`config.mk`:
```
export PLATFORM = sky130hd
export DESIGN_NAME = exc_ctrl
export DESIGN_NICKNAME = d
export VERILOG_FILES = /design/src/rtl/exc_ctrl.sv
export SDC_FILE = /design/constraint.sdc
export NUM_CORES = 1
export LEC_CHECK = 0
export CORE_MARGIN = 4
export CORE_UTILIZATION = 43
export DETAILED_ROUTE_END_ITERATION = 6
export GPL_TIMING_DRIVEN = 0
export HOLD_SLACK_MARGIN = 0.08
export PLACE_DENSITY = 0.89
export SLEW_MARGIN = 15
export SYNTH_ARGS = -nofsm -noshare
export SYNTH_HDL_FRONTEND = slang
export SYNTH_SLANG_ARGS = --single-unit
export TNS_END_PERCENT = 100
```
`constraint.sdc`:
```
create_clock -name clk -period 2.66 [get_ports clk]
set_clock_uncertainty 0.05 [all_clocks]
set_input_delay 0.798 -clock clk [delete_from_list [all_inputs] [get_ports clk]]
set_output_delay 0.798 -clock clk [all_outputs]
set_load 0.005 [all_outputs]
```
`src/rtl/exc_ctrl.sv`:
```
// Exception controller for the single-cycle LEGv8 core: IRQ synchroniser, ELR/ESR capture,
// PC redirect on entry/return, and halt on double fault or handler watchdog expiry.
//
// state   | meaning
// --------+------------------------------------------------------------
// RUN     | normal execution; any EStatus or ERET enters the handler
// HANDLER | exception handler running; IRQ masked, watchdog counting
// HALT    | double fault or watchdog expiry; held until reset
module exc_ctrl #(
   parameter int N           = 64,
   parameter int WDOG_CYCLES = 1024
) (
   input  logic         clk,
   input  logic         reset,
   input  logic         ExtIRQ_in,
   input  logic [3:0]   EStatus,
   input  logic         ERet,
   input  logic [N-1:0] PC,
   output logic         ExtIRQ,
   output logic         Exc,
   output logic         ERetTaken,
   output logic [N-1:0] ELR,
   output logic [3:0]   ESR,
   output logic         InHandler,
   output logic         ExtIAck,
   output logic         Halt,
   output logic [7:0]   ExcCount
);

   localparam int WW = $clog2(WDOG_CYCLES) + 1;
   localparam logic [WW-1:0] WDOG_LAST = WW'((WDOG_CYCLES > 0) ? WDOG_CYCLES - 1 : 0);

   typedef enum logic [1:0] {
      ST_RUN     = 2'd0,
      ST_HANDLER = 2'd1,
      ST_HALT    = 2'd2
   } state_t;

   state_t        state;
   logic          s1, s2;
   logic [WW-1:0] wdog_cnt;
   logic          fault;
   logic          wdog_expire;

   assign fault     = (EStatus != 4'd0);
   assign InHandler = (state == ST_HANDLER);
   assign Halt      = (state == ST_HALT);
   assign ExtIRQ    = s2 && (state == ST_RUN);

   // Exc is gated by reset so the decoder sees no redirect while the core is held.
   always_comb begin
      Exc         = 1'b0;
      ERetTaken   = 1'b0;
      wdog_expire = 1'b0;
      case (state)
         ST_RUN:     Exc = reset && (fault || ERet);
         ST_HANDLER: begin
            ERetTaken   = ERet && !fault;
            wdog_expire = (WDOG_CYCLES != 0) && (wdog_cnt == WDOG_LAST) && !fault && !ERet;
         end
         default: ;
      endcase
   end

   always_ff @(posedge clk or negedge reset) begin
      if (!reset) begin
         state    <= ST_RUN;
         s1       <= 1'b0;
         s2       <= 1'b0;
         ELR      <= '0;
         ESR      <= 4'd0;
         ExcCount <= 8'd0;
         wdog_cnt <= '0;
         ExtIAck  <= 1'b0;
      end else begin
         s1      <= ExtIRQ_in;
         s2      <= s1;
         ExtIAck <= 1'b0;
         case (state)
            ST_RUN: begin
               if (Exc) begin
                  ELR      <= PC;
                  ESR      <= fault ? EStatus : 4'b0011;
                  wdog_cnt <= '0;
                  ExtIAck  <= (EStatus == 4'd1);
                  state    <= ST_HANDLER;
                  if (ExcCount != 8'hFF) ExcCount <= ExcCount + 8'd1;
               end
            end
            ST_HANDLER: begin
               // A fault inside the handler outranks a simultaneous ERET.
               if (fault) begin
                  ELR   <= PC;
                  ESR   <= 4'b1000;
                  state <= ST_HALT;
               end else if (ERetTaken) begin
                  state <= ST_RUN;
               end else if (wdog_expire) begin
                  ELR   <= PC;
                  ESR   <= 4'b1001;
                  state <= ST_HALT;
               end else if (WDOG_CYCLES != 0) begin
                  wdog_cnt <= wdog_cnt + WW'(1);
               end
            end
            default: state <= ST_HALT;
         endcase
      end
   end

endmodule

```
======== Word-level counts from Yosys, hierarchy flattened ========
Cells that the tools add are included.
W data, S select, Z words.
word-level totals
  bits in registers ....................... 92
  logic and storage cells ................. 63
  output and inout port bits .............. 82
  input bits .............................. 72
operators by class
  reduce and logical (&&, ||, !) cells .... 15
  multiplexer cells ....................... 26
  $add $sub $neg .......................... 2
  equal/unequal tests ..................... 12
operators by type and width
  cell                     number
  $mux W64                 4
  $pmux W64 S2             1
  $mux W11                 4
  $pmux W11 S2             1
  $mux W4                  5
  $add A11 B1 Y11 const B  1
  $eq A11 B10 Y1 const B   1
  $add A8 B1 Y8 const B    1
  $mux W2                  4
  $ne A2 B2 Y1 const B     4
  $ne A8 B8 Y1 const B     1
  $pmux W4 S2              1
  $logic_and A1 B1 Y1      5
  $mux W1                  5
  $reduce_and A5 Y1        1
  $eq A4 B1 Y1 const B     1
  $ne A4 B2 Y1 const B     1
  $pmux W2 S2              1
  $reduce_and A4 Y1        1
  $reduce_bool A4 Y1       1
  $ne A3 B1 Y1 const B     1
  $ne A3 B2 Y1 const B     1
  $reduce_and A3 Y1        1
  $eq A2 B1 Y1 const B     1
  other kinds (6)          7

======== Depth between registers and ports, before layout ========
  depth in word-level cells ............... 9
  depth in mapped cells ................... 7
  gate-level depth less buffers ........... 5

======== Worst setup path after synthesis ========
No wires, ideal clock.
  path type ............................... input to output
  start point ............................. input EStatus[0]
  end point ............................... output Exc
  required time ........................... 1812 ps
  path slack .............................. 237 ps
  arrival ................................. 1575 ps
  path buffers ............................ 0
  stages .................................. 3
  cells stage by stage .................... or4_1 > o21ai_1 > inv_1
on the way
  cells in the longest elaborated chain, start to end .. 4
ends and longest elaborated chain
  element              line  text
  start: declaration   16    input logic [3:0] EStatus,
  $reduce_bool A4 Y1   45    assign fault = (EStatus != 4'd0);
  $logic_or A1 B1 Y1   56    ST_RUN: Exc = reset && (fault || ERet);
  $logic_and A1 B1 Y1  56
  $mux W1              55    case (state)
  end: declaration     20    output logic Exc,
No other way between the ends.

======== Worst setup path in the final report ========
  start point ............................. input EStatus[1]
  end point ............................... output Exc
Same word-level chain as after synthesis.

==> results.json <==
{
  "cts_made_buffers": 9,
  "seqPwrFrac_pct": 44.5,
  "ios": 154,
  "viasPerCell": 5.131,
  "gp_congestion": 0.8550,
  "cp_cell_sequence": "buf_8, or4_4, o21ai_4, inv_2, buf_2",
  "drtIter0Drc": 87,
  "pre_cts_slack_ns": -0.8991,
  "syn_area_um2": 3851,
  "synth.net_count": 352,
  "irDropWorstVdd_mv": 0.5290,
  "p_sw_share_pct": 27.29,
  "antenna_found_initial": 0,
  "hold_viol_final": 0,
  "grt_max_degree": 50,
  "wl_met1_mm": 3.707,
  "p_comb_share_pct": 39.2,
  "outcome": "finished with violations",
  "hold_buffers": 0,
  "vias": 2863,
  "drive_gt1_share_pct": 21.11,
  "wl_met3_um": 711,
  "startpoint_type": "input port",
  "final_antenna_net_count": 0,
  "dr.pass1.iters": 4,
  "area_delta_synth_final_pct": 49.71,
  "critPathMaxStageDelay_ns": 0.53,
  "io_buffers": 153,
  "grt_pass1_wl_mm": 15.33,
  "end_kind": "primary output",
  "drv_cap": 0,
  "power_frac_clock_pct": 16.4,
  "power-per-cell-area_nw_per_um2": 906.6,
  "setup_slack_ns": -0.0009868,
  "worstPathRequired_ns": 1.81,
  "drc": 0,
  "worst_slew_pin_slew_ns": 0.6211,
  "violations": "negative setup slack",
  "ys_seq_area_share_pct": 59.78,
  "die_w_um": 102.6,
  "clkTransAtPathRegs_ns": 0.09,
  "grt-ovfl-total": 0,
  "worst_skew_pair.late_latency_ns": 0.35,
  "ys_types": 46,
  "yosysWarnings": 0,
  "met2_length_mm": 5.182,
  "max_slew_margin_pct": 58.37,
  "syn_inst": 278,
  "slowest_stage": "or4_4",
  "fmax_mhz": 375.8,
  "die-area_um2": 10530,
  "finalCriticalPeriod_ns": 2.661,
  "cts_buffer_depth": 2,
  "fin_crit_sh_pct": 100.0,
  "core_um2": 8721,
  "switching_power_uw": 1426,
  "final_util_pct": 66.11,
  "path_max_fanout": 4,
  "crit_type": "in2out",
  "initial_core_util_pct": 44.16,
  "grt_pass1_vias": 2985,
  "tritoncts": "yes",
  "fp.dieH_um": 102.6,
  "setup_viol": 1,
  "p_int_uw": 3801,
  "grt.total_usage_pct": 18.78,
  "ys_seq_elements": 92,
  "drt-total-wl_mm": 9.737,
  "dpl.hpwl_mm": 7.372,
  "rows": 34,
  "power_leakage_uw": 0.002381,
  "rsz0062_at_grt": "true",
  "root_buffer": "clkbuf_8",
  "numClockSinks": 92,
  "syn_area_per_cell_um2": 13.85,
  "h-tree-depth": 3,
  "nNetsFinal": 519,
  "timing.critical_path.buf_inv": 3,
  "fillCellCount": 654,
  "drv_slew": 0,
  "min_path_type": "in2async",
  "wl_per_cell_um": 17.45,
  "crit_family": "simple AND/OR/NAND/NOR gates",
  "routed.top_layer": "met4",
  "diodes": 0,
  "cp_data_arrival_time_ns": 1.81
}
[final cells by class]
class,instances,area (µm²),share of cell area (%)
Timing Repair Buffer,156,1573,27.28
Multi-Input combinational cell,165,1464,25.39
Clock inverter,5,36.28,0.6293
Tap cell,108,135.1,2.344
Sequential cell,92,2302,39.93
Clock buffer,11,141.4,2.452
Inverter,9,33.78,0.5859
Buffer,12,80.08,1.389
[registers in the layout, indices dropped and copies added (netlist names)]
register / count
s1: 1
s2: 1
ESR: 4
ExtIAck: 1
ELR: 64
ExcCount: 8
state: 2
wdog_cnt: 11
[placed cells by master, fill, tap and decap left out, types with 2 or more instances in the layout]
cell and instances:
clkinvlp_4 3, inv_1 8, nor3_1 4, dlygate4sd2_1 2
clkdlybuf4s50_1 145, mux2_1 16, buf_4 3, or4_1 2
mux2_2 49, nand2b_1 3, nor2_1 5, nand2_1 9
nor3b_1 3, o211ai_1 4, a21oi_1 4, xor2_1 7
o31ai_1 2, ha_1 2, a21o_1 2, nor2b_1 2
nand3_1 8, buf_6 4, nand3b_1 2, nor4_1 4
and3_1 5, mux2i_1 4, or3_1 2, buf_2 10
clkbuf_1 2, nand4_1 5, clkbuf_8 10, dfrtp_1 92
[path summary, 6_finish.rpt]
check | cells after the start | slack [ns] | from | endpoint
min reg2reg | 0 | 0.31 | s1 | s2
min | 1 | 0.24 | reset | ELR[46]
max reg2reg | 7 | 0.39 | wdog_cnt[0] | ELR[38]
min in group clk | 0 | 0.31 | s1 | s2
max in group asynchronous | 2 | 1.79 | reset | ELR[0]
max | 5 | -0.001 | EStatus[1] | Exc
[worst register-to-register path: cells and delay by family, from the launching register on]
family | cells | cell delay (ns)
AND/OR/NAND/NOR | 2 | 0.33
flip-flops | 1 | 0.43
multiplexers | 1 | 0.34
buffers and inverters | 2 | 0.39
AO/OA/AOI/OAI | 1 | 0.40
adder cells (fa/ha/maj) | 1 | 0.22
[cell families after synthesis]
kind of cell               Yosys count  synth area share, %
DFF                                 92                59.78
muxes                               69                20.05
and+or+nand+nor                     65                10.79
AOI/OAI and AO/OA                   22                4.191
buffers and inverters               21                2.956
xor gates and xnor gates             7                1.592
adders and majority gates            2               0.6497
[cell usage after synthesis (all sizes together)]
| master | count | area share (%) |
|---|---|---|
| nand3 | 8 | 1.0 |
| nor2b | 3 | 0.49 |
| nand2b | 3 | 0.49 |
| o31ai | 2 | 0.39 |
| nor4b | 1 | 0.23 |
| mux2i | 4 | 1.0 |
| o21ai | 2 | 0.26 |
| nand4 | 5 | 0.81 |
| or3b | 1 | 0.23 |
| and4b | 1 | 0.26 |
| o22a | 1 | 0.23 |
| or3 | 2 | 0.32 |
| o32a | 1 | 0.26 |
| or4 | 3 | 0.58 |
| a21o | 2 | 0.39 |
| nor2 | 5 | 0.49 |
| buf | 11 | 2.0 |
| nand2 | 9 | 0.88 |
| and3 | 5 | 0.81 |
| a21oi | 4 | 0.52 |
| mux2 | 65 | 19 |
| o22ai | 1 | 0.16 |
| clkbuf | 1 | 0.097 |
| nand3b | 2 | 0.39 |
| and4 | 1 | 0.23 |
| ha | 2 | 0.65 |
| o21a | 1 | 0.20 |
| o211ai | 4 | 0.78 |
| inv | 9 | 0.88 |
| a31oi | 1 | 0.32 |
| dfrtp | 92 | 60 |
| o311ai | 1 | 0.23 |
| nor3b | 5 | 1.2 |
| nor4 | 6 | 1.5 |
| xor2 | 7 | 1.6 |
| o41ai | 1 | 0.23 |
| nor3 | 5 | 0.78 |
| a211o | 1 | 0.23 |
[power groups by stage]
| stage | Combinational, µW | Sequential (µW) | Clock [µW] |
|---|---|---|---|
| CTS | 2090 | 2330 | 882 |
| global placement | 2010 | 2310 | 0 |
| global route | 2200 | 2400 | 949 |
| finish | 2050 | 2320 | 856 |
| detailed placement | 2070 | 2350 | 0 |
| floorplan | 567 | 2360 | 0 |
[metal layers]
layer | global-route usage [%] | up-vias
li1 | - | 1340
met1 | 22.46 | 1416
met2 | 34.26 | 95
met3 | 3.383 | 12
met4 | 5.752 | 0
met5 | 0 | -
[through the flow]
step                hold slack (ns)    TNS (ns)  cells  instance area [µm²]  total power, µW
floorplan                    0.2812           0    278                 3851             2926
global placement             0.2882     -525.63    539                 5518             4323
detailed placement           0.2984      -27.36    540                 5543             4429
CTS                          0.2811    -0.04038    557                 5748             5293
global route                 0.2348    -0.01795    558                 5766             5550
finish                       0.2399  -0.0009868    558                 5766             5227
[timing repair]
| action | 4_1_cts | 5_1_grt |
|---|---|---|
| endpoints found under the setup margin | 7 | 2 |
| pin swaps | 3 | 1 |
| resized for setup | 35 | 2 |
| buffers inserted | 1 | 1 |
(Power assumes the default switching activity.)
